==> config.mk <==
export PLATFORM = sky130hd
export DESIGN_NAME = fft_bfly_round
export DESIGN_NICKNAME = d
export VERILOG_FILES = /design/src/rtl/fft_bfly_round.sv
export SDC_FILE = /design/constraint.sdc
export NUM_CORES = 1
export LEC_CHECK = 0
export BUFFER_PORTS_ARGS = -buffer_cell sky130_fd_sc_hd__buf_2
export CORE_MARGIN = 1
export CORE_UTILIZATION = 46
export DETAILED_ROUTE_END_ITERATION = 6
export GPL_TIMING_DRIVEN = 0
export HOLD_SLACK_MARGIN = 0.1
export PLACE_DENSITY = 0.75
export SYNTH_ARGS = -nofsm -noshare
export SYNTH_HDL_FRONTEND = slang
export SYNTH_SLANG_ARGS = --single-unit
==> constraint.sdc <==
create_clock -name clock -period 3.2 [get_ports clock]
set_input_delay 0.64 -clock clock [delete_from_list [all_inputs] [get_ports clock]]
set_output_delay 0.64 -clock clock [all_outputs]
set_load 0.01 [all_outputs]
==> src/rtl/fft_bfly_round.sv <==
// Radix-2 DIT butterfly after the complex multiplier: aligns A with the product, rounds, adds/subtracts,
// scales and clips to 18 bits, and tracks per-frame overflow. Define BFLY_SAT_EN to saturate; otherwise outputs wrap.
module fft_bfly_round #(
   parameter int MUL_LAT   = 6,
   parameter int FRAC_BITS = 17,
   parameter int SCALE     = 1
) (
   input  logic               clock,
   input  logic               reset,
   input  logic               in_valid,
   input  logic               in_last,
   input  logic signed [17:0] a_real,
   input  logic signed [17:0] a_imag,
   input  logic signed [35:0] prod_real,
   input  logic signed [35:0] prod_imag,
   output logic               out_valid,
   output logic               out_last,
   output logic signed [17:0] x_real,
   output logic signed [17:0] x_imag,
   output logic signed [17:0] y_real,
   output logic signed [17:0] y_imag,
   output logic               ovf_frame,
   output logic               sat_any
);

   // Valid is a plain strobe with no backpressure: a sample is accepted on every clock where in_valid is high,
   // and out_valid marks the matching result exactly MUL_LAT + 2 clocks later.
   localparam logic signed [36:0] RND = 37'sd1 <<< (FRAC_BITS - 1);

   logic [MUL_LAT-1:0][17:0] dly_ar_q, dly_ar_d;
   logic [MUL_LAT-1:0][17:0] dly_ai_q, dly_ai_d;
   logic [MUL_LAT-1:0]       dly_v_q, dly_v_d;
   logic [MUL_LAT-1:0]       dly_l_q, dly_l_d;

   logic signed [18:0] pr_r_q, pr_r_d, pr_i_q, pr_i_d;
   logic signed [17:0] ar_r_q, ar_r_d, ai_r_q, ai_r_d;
   logic               v_r_q, v_r_d, l_r_q, l_r_d;

   logic signed [17:0] x_real_q, x_real_d, x_imag_q, x_imag_d;
   logic signed [17:0] y_real_q, y_real_d, y_imag_q, y_imag_d;
   logic               out_valid_q, out_valid_d, out_last_q, out_last_d;
   logic               ovf_frame_q, ovf_frame_d, sat_any_q, sat_any_d;
   logic               ovf_acc_q, ovf_acc_d;

   logic signed [36:0] rnd_r, rnd_i, shr_r, shr_i;
   logic signed [19:0] sum_xr, sum_xi, dif_yr, dif_yi;
   logic [18:0]        res_xr, res_xi, res_yr, res_yi;
   logic               sat_evt;

   // Returns {clip, value}: clip flags a result outside the 18-bit range, whether or not it is saturated.
   function automatic logic [18:0] bfly_out(input logic signed [19:0] v);
      logic signed [20:0] s;
      logic               clip;
      logic [17:0]        w;
      if (SCALE == 1) s = (21'(v) + 21'sd1) >>> 1;
      else            s = 21'(v);
      clip = (s > 21'sd131071) || (s < -21'sd131072);
`ifdef BFLY_SAT_EN
      if (s > 21'sd131071)       w = 18'h1ffff;
      else if (s < -21'sd131072) w = 18'h20000;
      else                       w = s[17:0];
`else
      w = s[17:0];
`endif
      return {clip, w};
   endfunction

   always_comb begin
      dly_ar_d    = dly_ar_q;
      dly_ai_d    = dly_ai_q;
      dly_v_d     = dly_v_q;
      dly_l_d     = dly_l_q;
      dly_ar_d[0] = a_real;
      dly_ai_d[0] = a_imag;
      dly_v_d[0]  = in_valid;
      dly_l_d[0]  = in_last;
      for (int i = 1; i < MUL_LAT; i++) begin
         dly_ar_d[i] = dly_ar_q[i-1];
         dly_ai_d[i] = dly_ai_q[i-1];
         dly_v_d[i]  = dly_v_q[i-1];
         dly_l_d[i]  = dly_l_q[i-1];
      end
   end

   // Stage R: round-half-up of the product back to the working fraction width.
   always_comb begin
      rnd_r  = 37'(prod_real) + RND;
      rnd_i  = 37'(prod_imag) + RND;
      shr_r  = rnd_r >>> FRAC_BITS;
      shr_i  = rnd_i >>> FRAC_BITS;
      pr_r_d = shr_r[18:0];
      pr_i_d = shr_i[18:0];
      ar_r_d = dly_ar_q[MUL_LAT-1];
      ai_r_d = dly_ai_q[MUL_LAT-1];
      v_r_d  = dly_v_q[MUL_LAT-1];
      l_r_d  = dly_l_q[MUL_LAT-1];
   end

   // Stage B: butterfly, scale, clip, and overflow bookkeeping.
   always_comb begin
      sum_xr = 20'(ar_r_q) + 20'(pr_r_q);
      sum_xi = 20'(ai_r_q) + 20'(pr_i_q);
      dif_yr = 20'(ar_r_q) - 20'(pr_r_q);
      dif_yi = 20'(ai_r_q) - 20'(pr_i_q);
      res_xr = bfly_out(sum_xr);
      res_xi = bfly_out(sum_xi);
      res_yr = bfly_out(dif_yr);
      res_yi = bfly_out(dif_yi);
      sat_evt = v_r_q & (res_xr[18] | res_xi[18] | res_yr[18] | res_yi[18]);

      x_real_d = x_real_q;
      x_imag_d = x_imag_q;
      y_real_d = y_real_q;
      y_imag_d = y_imag_q;
      if (v_r_q) begin
         x_real_d = res_xr[17:0];
         x_imag_d = res_xi[17:0];
         y_real_d = res_yr[17:0];
         y_imag_d = res_yi[17:0];
      end
      out_valid_d = v_r_q;
      out_last_d  = v_r_q & l_r_q;
      ovf_frame_d = v_r_q & l_r_q & (ovf_acc_q | sat_evt);
      ovf_acc_d   = ovf_acc_q;
      if (v_r_q) ovf_acc_d = l_r_q ? 1'b0 : (ovf_acc_q | sat_evt);
      sat_any_d   = sat_any_q | sat_evt;
   end

   always_ff @(posedge clock) begin
      if (reset) begin
         dly_ar_q    <= '0;
         dly_ai_q    <= '0;
         dly_v_q     <= '0;
         dly_l_q     <= '0;
         pr_r_q      <= '0;
         pr_i_q      <= '0;
         ar_r_q      <= '0;
         ai_r_q      <= '0;
         v_r_q       <= 1'b0;
         l_r_q       <= 1'b0;
         x_real_q    <= '0;
         x_imag_q    <= '0;
         y_real_q    <= '0;
         y_imag_q    <= '0;
         out_valid_q <= 1'b0;
         out_last_q  <= 1'b0;
         ovf_frame_q <= 1'b0;
         ovf_acc_q   <= 1'b0;
         sat_any_q   <= 1'b0;
      end else begin
         dly_ar_q    <= dly_ar_d;
         dly_ai_q    <= dly_ai_d;
         dly_v_q     <= dly_v_d;
         dly_l_q     <= dly_l_d;
         pr_r_q      <= pr_r_d;
         pr_i_q      <= pr_i_d;
         ar_r_q      <= ar_r_d;
         ai_r_q      <= ai_r_d;
         v_r_q       <= v_r_d;
         l_r_q       <= l_r_d;
         x_real_q    <= x_real_d;
         x_imag_q    <= x_imag_d;
         y_real_q    <= y_real_d;
         y_imag_q    <= y_imag_d;
         out_valid_q <= out_valid_d;
         out_last_q  <= out_last_d;
         ovf_frame_q <= ovf_frame_d;
         ovf_acc_q   <= ovf_acc_d;
         sat_any_q   <= sat_any_d;
      end
   end

   assign out_valid = out_valid_q;
   assign out_last  = out_last_q;
   assign x_real    = x_real_q;
   assign x_imag    = x_imag_q;
   assign y_real    = y_real_q;
   assign y_imag    = y_imag_q;
   assign ovf_frame = ovf_frame_q;
   assign sat_any   = sat_any_q;

endmodule

# Word-level counts from Yosys, hierarchy flattened
# Index checks and enable logic that the tools add are counted.
dict set report classes {
  n_addsub 10
  n_lt_le_gt_ge 8
  mux 1
  bitwise_logic 8
  n_reduce_logical 4
}
# op count
set ops {}
lappend ops {{adder 20 x 2 -> 21 bit, second input constant} 4}
lappend ops {{> comparator 20 x 18 -> 1 bit, second input constant} 4}
lappend ops {{< comparator 20 x 18 -> 1 bit, second input constant} 4}
lappend ops {{adder 36 x 18 -> 36 bit, second input constant} 2}
lappend ops {{adder 18 x 19 -> 20 bit} 2}
lappend ops {{subtractor 18 x 19 -> 20 bit} 2}
lappend ops {{OR 1 bit} 5}
lappend ops {{logical OR 1 bit} 4}
lappend ops {{bitwise AND 1 bit} 3}
lappend ops {{2-to-1 mux 1 bit} 1}
dict set report totals {
  register_bits 381
  in_bits 112
  elab_cells 60
}

# Longest topological paths before layout
# Gate-level depths: netlist of run 1.
dict set report depth {
  word_depth 10
  depth_mapped 16
  ltp_nobuf 16
}

# Worst setup path before layout of run 1
# Ideal clock, no wire load.
dict set report synth_path {
  kind {register -> register}
  from {register pr_i_q[2]}
  to {register ovf_acc_q}
  setup_time_ns 0.142
  arrival_time_ns 3.221
  setup_slack_ns -0.163
  stages_incl_launch_ff 14
  n_path_buf 0
  cell_sequence {dfxtp_1 -> inv_1 -> ha_1 -> ha_1 -> a211oi_1 -> o21bai_1 -> o21ai_0 -> o221ai_1 -> o31ai_1 -> xor2_1 -> nor4b_1 -> nor3_1 -> o41ai_2 -> a221oi_1}
}
dict set report synth_via {
  elab_chain_len 10
  elab_cells_between_ends 16
  classes_between {add/sub: 4; order compare: 4; mux: 1; bitwise: 5; reduce/logical: 2}
}
# item line_no
set synth_lines {}
lappend synth_lines {{start, declared} 35} ;# logic signed [18:0] pr_r_q, pr_r_d, pr_i_q, pr_i_d;
lappend synth_lines {{start signal, assigned} 156} ;# pr_i_q <= pr_i_d;
lappend synth_lines {{adder 18 x 19 -> 20 bit} 102} ;# sum_xi = 20'(ai_r_q) + 20'(pr_i_q);
lappend synth_lines {{adder 20 x 2 -> 21 bit} 55} ;# if (SCALE == 1) s = (21'(v) + 21'sd1) >>> 1;
lappend synth_lines {{> comparator 20 x 18 -> 1 bit or < comparator 20 x 18 -> 1 bit (tied branches)} 57} ;# clip = (s > 21'sd131071) || (s < -21'sd131072);
lappend synth_lines {{logical OR 1 bit} 57}
lappend synth_lines {{OR 1 bit (2 in a row)} 109} ;# sat_evt = v_r_q & (res_xr[18] | res_xi[18] | res_yr[18] | res_yi[18]);
lappend synth_lines {{OR 1 bit (*)} 109}
lappend synth_lines {{bitwise AND 1 bit (*)} 109}
lappend synth_lines {{OR 1 bit (*)} 125} ;# if (v_r_q) ovf_acc_d = l_r_q ? 1'b0 : (ovf_acc_q | sat_evt);
lappend synth_lines {{2-to-1 mux 1 bit (*)} 125}
lappend synth_lines {{end signal, assigned} 168} ;# ovf_acc_q <= ovf_acc_d;
lappend synth_lines {{end, declared} 43} ;# logic ovf_acc_q, ovf_acc_d;
# Mark *: on every way between the ends. The rest lies on a longest branch, timed or not.
# A chain may end at the register's enable or synchronous reset.

# Worst setup path after layout of run 1
dict set report layout_path {
  from {register pr_r_q[4]}
  to {register sat_any_q, in the netlist sat_any}
}
dict set report layout_via {
  elab_chain_len 9
  elab_cells_between_ends 15
  classes_between {add/sub: 4; order compare: 4; bitwise: 5; reduce/logical: 2}
}
# item line_no
set layout_lines {}
lappend layout_lines {{start, declared} 35}
lappend layout_lines {{start signal, assigned} 155} ;# pr_r_q <= pr_r_d;
lappend layout_lines {{adder 18 x 19 -> 20 bit} 101} ;# sum_xr = 20'(ar_r_q) + 20'(pr_r_q);
lappend layout_lines {{adder 20 x 2 -> 21 bit} 55}
lappend layout_lines {{> comparator 20 x 18 -> 1 bit or < comparator 20 x 18 -> 1 bit (tied branches)} 57}
lappend layout_lines {{logical OR 1 bit} 57}
lappend layout_lines {{OR 1 bit} 109}
lappend layout_lines {{OR 1 bit (*) (2 in a row)} 109}
lappend layout_lines {{bitwise AND 1 bit (*)} 109}
lappend layout_lines {{OR 1 bit (*)} 126} ;# sat_any_d = sat_any_q | sat_evt;
lappend layout_lines {{end signal, assigned} 169} ;# sat_any_q <= sat_any_d;
lappend layout_lines {{end, declared} 42} ;# logic ovf_frame_q, ovf_frame_d, sat_any_q, sat_any_d;
# Marked as above.

==> results of run 1 <==
## through the flow
step	hold WS, ns	setup TNS [ns]
after CTS	0.306	-0.315
after global routing	0.320	-1.02
final	0.328	-0.598
after floorplan	0.414	0
after detailed placement	0.420	-2.26
after global placement	0.418	-1.90
## layout make-up
| type | count | area share, % |
|---|---|---|
| Tap cell | 442 | 2.93 |
| Multi-Input combinational cell | 1019 | 41.9 |
| Clock inverter | 15 | 0.756 |
| Timing Repair Buffer | 186 | 5.37 |
| Clock buffer | 50 | 5.77 |
| Buffer | 57 | 1.13 |
| Inverter | 77 | 1.53 |
| Sequential cell | 381 | 40.6 |
## cells by family (layout without fill, tap and decap cells)
kind of cell	after synthesis	after routing
AND/OR/NAND/NOR	550	550
adder cells (fa/ha/maj)	115	115
multiplexers	35	35
AO/OA/AOI/OAI	235	235
flip-flops	381	381
buffers and inverters	138	385
XOR/XNOR	84	84
## cells in the final DEF (no fill, tap or decap), drive strengths merged, types with 22 or more instances in the layout
master    n
o21ai    38
mux2i    35
nor2    134
xor2     33
buf     190
nand3    23
or3      22
xnor2    51
nand2    26
clkbuf  103
nor2b   280
ha      111
dfxtp   381
a211oi   39
a21oi    65
inv      79
## repair_timing
item                       4_1_cts  5_1_grt
resized for setup              104       30
cloned                           0        0
pin swaps                       34       28
buffers inserted                27        7
setup endpoints to repair        5        5
## metal layers
metal / vias to the layer above / track usage [%] / routed length (um)
li1: 5553 / - / -
met1: 4775 / 24.8 / 15200
met2: 266 / 31.6 / 14700
met3: 74 / 3.00 / 1440
met4: 2 / 7.23 / 1100
met5: - / 0 / 14
## where the power goes
group	total, mW	switching, mW	internal, mW
clock network	4.31	1.75	2.56
registers	4.89	0.0386	4.85
logic	0.750	0.416	0.334
## registers in the layout, indices dropped and copies added (netlist names), 6 cells and up
register,cells
pr_i_q,19
dly_l_q,6
ar_r_q,18
x_imag,18
dly_ar_d,90
x_real,18
ar_r_d,18
ai_r_q,18
dly_v_q,6
ai_r_d,18
y_real,18
pr_r_q,19
y_imag,18
dly_ai_d,90
## critical path: stages (launching register included)
cell and delay [ns]:
dfxtp_2 0.33, inv_2 0.04, ha_4 0.25, ha_4 0.17, or3_4 0.38, o2111ai_4 0.21, o211ai_1 0.12, buf_4 0.17
a221o_1 0.32, a21o_1 0.20, a21oi_2 0.18, xnor2_2 0.12, mux2i_4 0.24, o41ai_4 0.44, a21oi_1 0.15
## worst max-delay path by stage
| stage | from | to | cells past startpoint | slack (ns) |
|---|---|---|---|---|
| after floorplan | pr_r_q[8] | ovf_acc_q | 13 | 0.01 |
| after global placement | pr_i_q[2] | ovf_frame | 13 | -0.66 |
| after detailed placement | pr_i_q[2] | ovf_frame | 13 | -0.75 |
| after CTS | ai_r_q[1] | ovf_acc_q | 16 | -0.12 |
| after global routing | pr_r_q[4] | ovf_acc_q | 14 | -0.37 |
| final | pr_r_q[4] | sat_any | 14 | -0.26 |
==> results.json, run 1 <==
{
  "rows": 66,
  "synthCells": 1538,
  "cts_tree": "done",
  "power.total_mw": 9.95,
  "netlist_top_cells_area": "dfxtp_1, nor2b_1, ha_1",
  "grt_pass1_wl_um": 50900,
  "worst_pin_slew_ns": 0.887,
  "cts_buffer_depth": 3,
  "powerDensity_mw_per_mm2": 528,
  "fin_util_pct": 57.8,
  "cts_num_sinks": 381,
  "clk_pin_slew_ns": 0.06,
  "yosysMostFrequentCell": "dfxtp_1",
  "antennaDiodeCount": 0,
  "root_buffer": "clkbuf_16",
  "stdcell_count": 2227,
  "synth_warnings": 0,
  "drt-initial-drc-count": 536,
  "peakVddDrop_uv": 353,
  "grt_max_degree": 15,
  "yosysSeqAreaShare_pct": 49.8,
  "finalSetupViolations": 3,
  "io_buffers": 153,
  "chipHeight_um": 184,
  "numCtsBuffers": 38,
  "insertion_delay_ns": 0.54,
  "first_pass_iters": 5,
  "synthDistinctLibCells": 61,
  "synthXorXnorAreaFrac_pct": 4.81,
  "hp-class": "input port to flop",
  "endpoint_kind": "flop",
  "p_leak_nw": 7.94,
  "synth_top_family_by_area": "simple AND/OR/NAND/NOR gates",
  "failed_checks": "negative setup slack",
  "arrival_ns": 3.84,
  "routabilityCongestion": 0.902,
  "r2r_slack_ns": -0.26,
  "synth_fa_ha_area_share_pct": 9.59,
  "dp_cells": 2133,
  "async_reset_ff_share_pct": 0,
  "r2r-end": "sat_any",
  "fmax_mhz": 289,
  "grt.total_usage_pct": 19.0,
  "antenna_left": 0,
  "synth-edff-count": 0,
  "cts_max_level": 2,
  "synth_top_cell_area_share_pct": 49.8,
  "drive_gt1_share_pct": 20.6,
  "initial_utilization_pct": 46.9,
  "dp_hpwl_um": 23400,
  "finalMaxSlewViolations": 0,
  "rsz0062_at_grt": "yes",
  "post-route-drc-count": 0,
  "placeableCoreArea_sq_mm": 0.0326,
  "finalCriticalPeriod_ns": 3.46,
  "wirelength_um": 32400,
  "crit_fanout": 4,
  "route.vias.total": 10700,
  "r2r_cells": 14,
  "synth_nets": 1765,
  "ys_ff_latch": 381,
  "synthFlopType": "dfxtp_1",
  "synthSimpleGateAreaFrac_pct": 19.8,
  "max_cap_viol_count": 0,
  "cts_hold_buf": 0,
  "syn_avg_cell_area_sq_um": 9.95,
  "wl_per_cell_um": 14.6,
  "critPathKind": "flop to flop",
  "grt_antenna_before_repair": 1,
  "pin_count": 188,
  "syn_to_final_growth_pct": 23.2,
  "cp.required_ns": 3.58,
  "status": "complete, but fails checks",
  "startpoint_type": "flop",
  "skew_ns": 0.0261,
  "design_area_sq_mm": 0.0189,
  "hold_viol": 0,
  "synth_top_cell_by_area": "dfxtp_1",
  "min_path_cells": 2,
  "final.setup.worst_slack_ns": -0.263,
  "place_ws_ns": -0.752,
  "grt_overflow": 0,
  "dieWidth_um": 184,
  "grt_pass1_vias": 10000,
  "place_area_sq_mm": 0.0167,
  "synth_area_sq_mm": 0.0153,
  "period_share_pct": 108,
  "hold_path_startpoint": "a_imag[16]",
  "vias_per_cell": 4.79,
  "nNetsFinal": 1987,
  "hold_end": "dly_ai_d[34]",
  "synth_common_cells": "dfxtp_1, nor2b_1, nor2_1, ha_1, inv_1",
  "r2r-start": "pr_r_q[4]",
  "nFillCells": 2821,
  "slew_headroom_pct": 40.9,
  "register_area_sq_mm": 0.00765,
  "muxShareOfSynthArea_pct": 2.29,
  "synth_compound_area_share_pct": 10.4,
  "multi_input_area_sq_mm": 0.00790,
  "die-area_sq_mm": 0.0340
}
(Power assumes the default switching activity.)
==> run 2: changes to the inputs <==
--- a/config.mk
+++ b/config.mk
@@ -11,7 +11,7 @@
 export DETAILED_ROUTE_END_ITERATION = 6
 export GPL_TIMING_DRIVEN = 0
 export HOLD_SLACK_MARGIN = 0.1
-export PLACE_DENSITY = 0.75
+export PLACE_DENSITY = 0.73
 export SYNTH_ARGS = -nofsm -noshare
 export SYNTH_HDL_FRONTEND = slang
 export SYNTH_SLANG_ARGS = --single-unit
==> constraint.sdc (replaced) <==
create_clock -name clock -period 4.4 [get_ports clock]
set_input_delay 0.88 -clock clock [delete_from_list [all_inputs] [get_ports clock]]
set_output_delay 0.88 -clock clock [all_outputs]
set_load 0.01 [all_outputs]
==> results.json, run 2 (synthesized netlist as in run 1, its figures left out) <==
{
  "status": "complete, no violations",
  "rows": 66,
  "clk_pin_slew_ns": 0.06,
  "hold_end": "dly_l_q[5]",
  "drt-initial-drc-count": 619,
  "routabilityCongestion": 0.911,
  "grt_pass1_vias": 9702,
  "dp_hpwl_um": 23700,
  "drive_gt1_share_pct": 12.9,
  "grt_overflow": 0,
  "startpoint_type": "flop",
  "cts_num_sinks": 381,
  "io_buffers": 153,
  "setup_tns_ns": 0,
  "p_leak_nw": 7.67,
  "nNetsFinal": 1959,
  "grt_antenna_before_repair": 2,
  "cts_resized": 0,
  "finalCriticalPeriod_ns": 4.03,
  "cts_tree": "done",
  "r2r_slack_ns": 0.37,
  "mostFrequentLayoutCells": "dfxtp_1, nor2b_1, buf_2",
  "slew_headroom_pct": 33.6,
  "numCtsBuffers": 39,
  "crit_fanout": 5,
  "swShare_pct": 21.9,
  "rsz0062_at_grt": "no",
  "pin_count": 188,
  "worst_pin_slew_ns": 0.983,
  "critPathKind": "flop to flop",
  "cp.required_ns": 4.82,
  "hp-class": "flop to flop",
  "root_buffer": "clkbuf_16",
  "fmax_mhz": 248,
  "grt.total_usage_pct": 18.3,
  "endpoint_kind": "flop",
  "grt_pass1_wl_um": 49100,
  "antenna_left": 0,
  "finalMaxSlewViolations": 0,
  "placeableCoreArea_sq_mm": 0.0326,
  "clkPwrFrac_pct": 44.9,
  "dp_cells": 2133,
  "r2r-start": "pr_r_q[0]",
  "cts_setup_buffers": 0,
  "skew_ns": 0.0209,
  "cts_buffer_depth": 3,
  "period_share_pct": 91.6,
  "route.vias.total": 10500,
  "min_path_cells": 1,
  "wl_per_cell_um": 14.0,
  "hold_path_startpoint": "dly_l_q[4]",
  "wirelength_um": 30900,
  "layout_commonest_cell": "dfxtp_1",
  "insertion_delay_ns": 0.53,
  "switchingPower_mw": 1.60,
  "die-area_sq_mm": 0.0340,
  "cts_max_level": 2,
  "r2r_cells": 12,
  "intPower_mw": 5.69,
  "vias_per_cell": 4.76,
  "post-route-drc-count": 0,
  "max_cap_viol_count": 0,
  "first_pass_iters": 5,
  "dieWidth_um": 184,
  "r2r-end": "ovf_acc_q",
  "grt_max_degree": 16,
  "hold_viol": 0,
  "initial_utilization_pct": 46.9,
  "cts_hold_buf": 0,
  "powerDensity_mw_per_mm2": 407,
  "seqPwrFrac_pct": 48.8,
  "arrival_ns": 4.45,
  "finalSetupViolations": 0,
  "chipHeight_um": 184,
  "stdcell_count": 2200,
  "syn_to_final_growth_pct": 17.1,
  "peakVddDrop_uv": 245,
  "p_comb_share_pct": 6.3
}
==> run 2: cell count changes in the layout (fill, tap and decap cells not counted), sizes merged <==
cell,change
buf,-33
bufinv,+2
inv,-1
diode,+1
clkinvlp,+3
clkinv,-5
clkbuf,+6
==> run 2: how the worst max path moves through the flow <==
| stage | start | end | slack (ns) | depth (start not counted) |
|---|---|---|---|---|
| after CTS | pr_i_q[2] | ovf_acc_q | 0.005 | 13 |
| final | pr_r_q[0] | ovf_acc_q | 0.37 | 12 |
| after global placement | pr_i_q[2] | ovf_acc_q | 0.12 | 13 |
| after global routing | pr_i_q[2] | ovf_acc_q | 0.18 | 13 |
| after detailed placement | pr_i_q[2] | ovf_acc_q | 0.04 | 13 |
| after floorplan | pr_i_q[2] | ovf_acc_q | 1.04 | 13 |
==> run 2: layer usage <==
layer / up-vias / track usage (%) / wire length [um]
li1: 5503 / - / -
met1: 4665 / 24.6 / 14700
met2: 252 / 30.2 / 13900
met3: 44 / 3.12 / 1670
met4: 4 / 4.77 / 542
met5: - / 0 / 22
==> run 2: critical path, stage by stage (launching register included) <==
cell      delay [ns]
dfxtp_1         0.34
or2_2           0.32
fa_1            0.41
nor2b_1         0.15
o21a_1          0.19
o21ai_0         0.26
a21oi_1         0.16
a211oi_1        0.68
o41ai_1         0.21
or3b_2          0.50
o311ai_0        0.26
o41ai_2         0.19
a221oi_1        0.26
==> run 2: final cells by class <==
cell class | count | area, sq um
Buffer | 61 | 229
Antenna cell | 1 | 2.50
Multi-Input combinational cell | 1019 | 7170
Clock buffer | 52 | 1090
Tap cell | 442 | 553
Sequential cell | 381 | 7630
Timing Repair Buffer | 153 | 766
Fill cell | 2932 | 14700
Clock inverter | 14 | 203
Inverter | 77 | 289
==> run 2: power groups by stage <==
stage               sequential (mW)  clock [mW]  combinational [mW]
floorplan                      3.62           0               0.308
global placement               3.63           0               0.449
detailed placement             3.63           0               0.458
CTS                            3.55        3.35               0.461
global route                   3.56        3.50               0.511
finish                         3.55        3.27               0.461
==> run 2: through the flow <==
step	cell area [sq um]	hold WS, ns	utilization (%)	power, mW	worst slack (ns)
6_report	17900	0.422	54.9	7.29	0.368
5_1_grt	17900	0.436	54.9	7.57	0.179
4_1_cts	17900	0.425	54.9	7.37	0.00491
3_5_place_dp	16600	0.420	51.0	4.09	0.0426
3_3_place_gp	16600	0.416	51.0	4.08	0.123
2_1_floorplan	15300	0.414	-	3.93	1.04
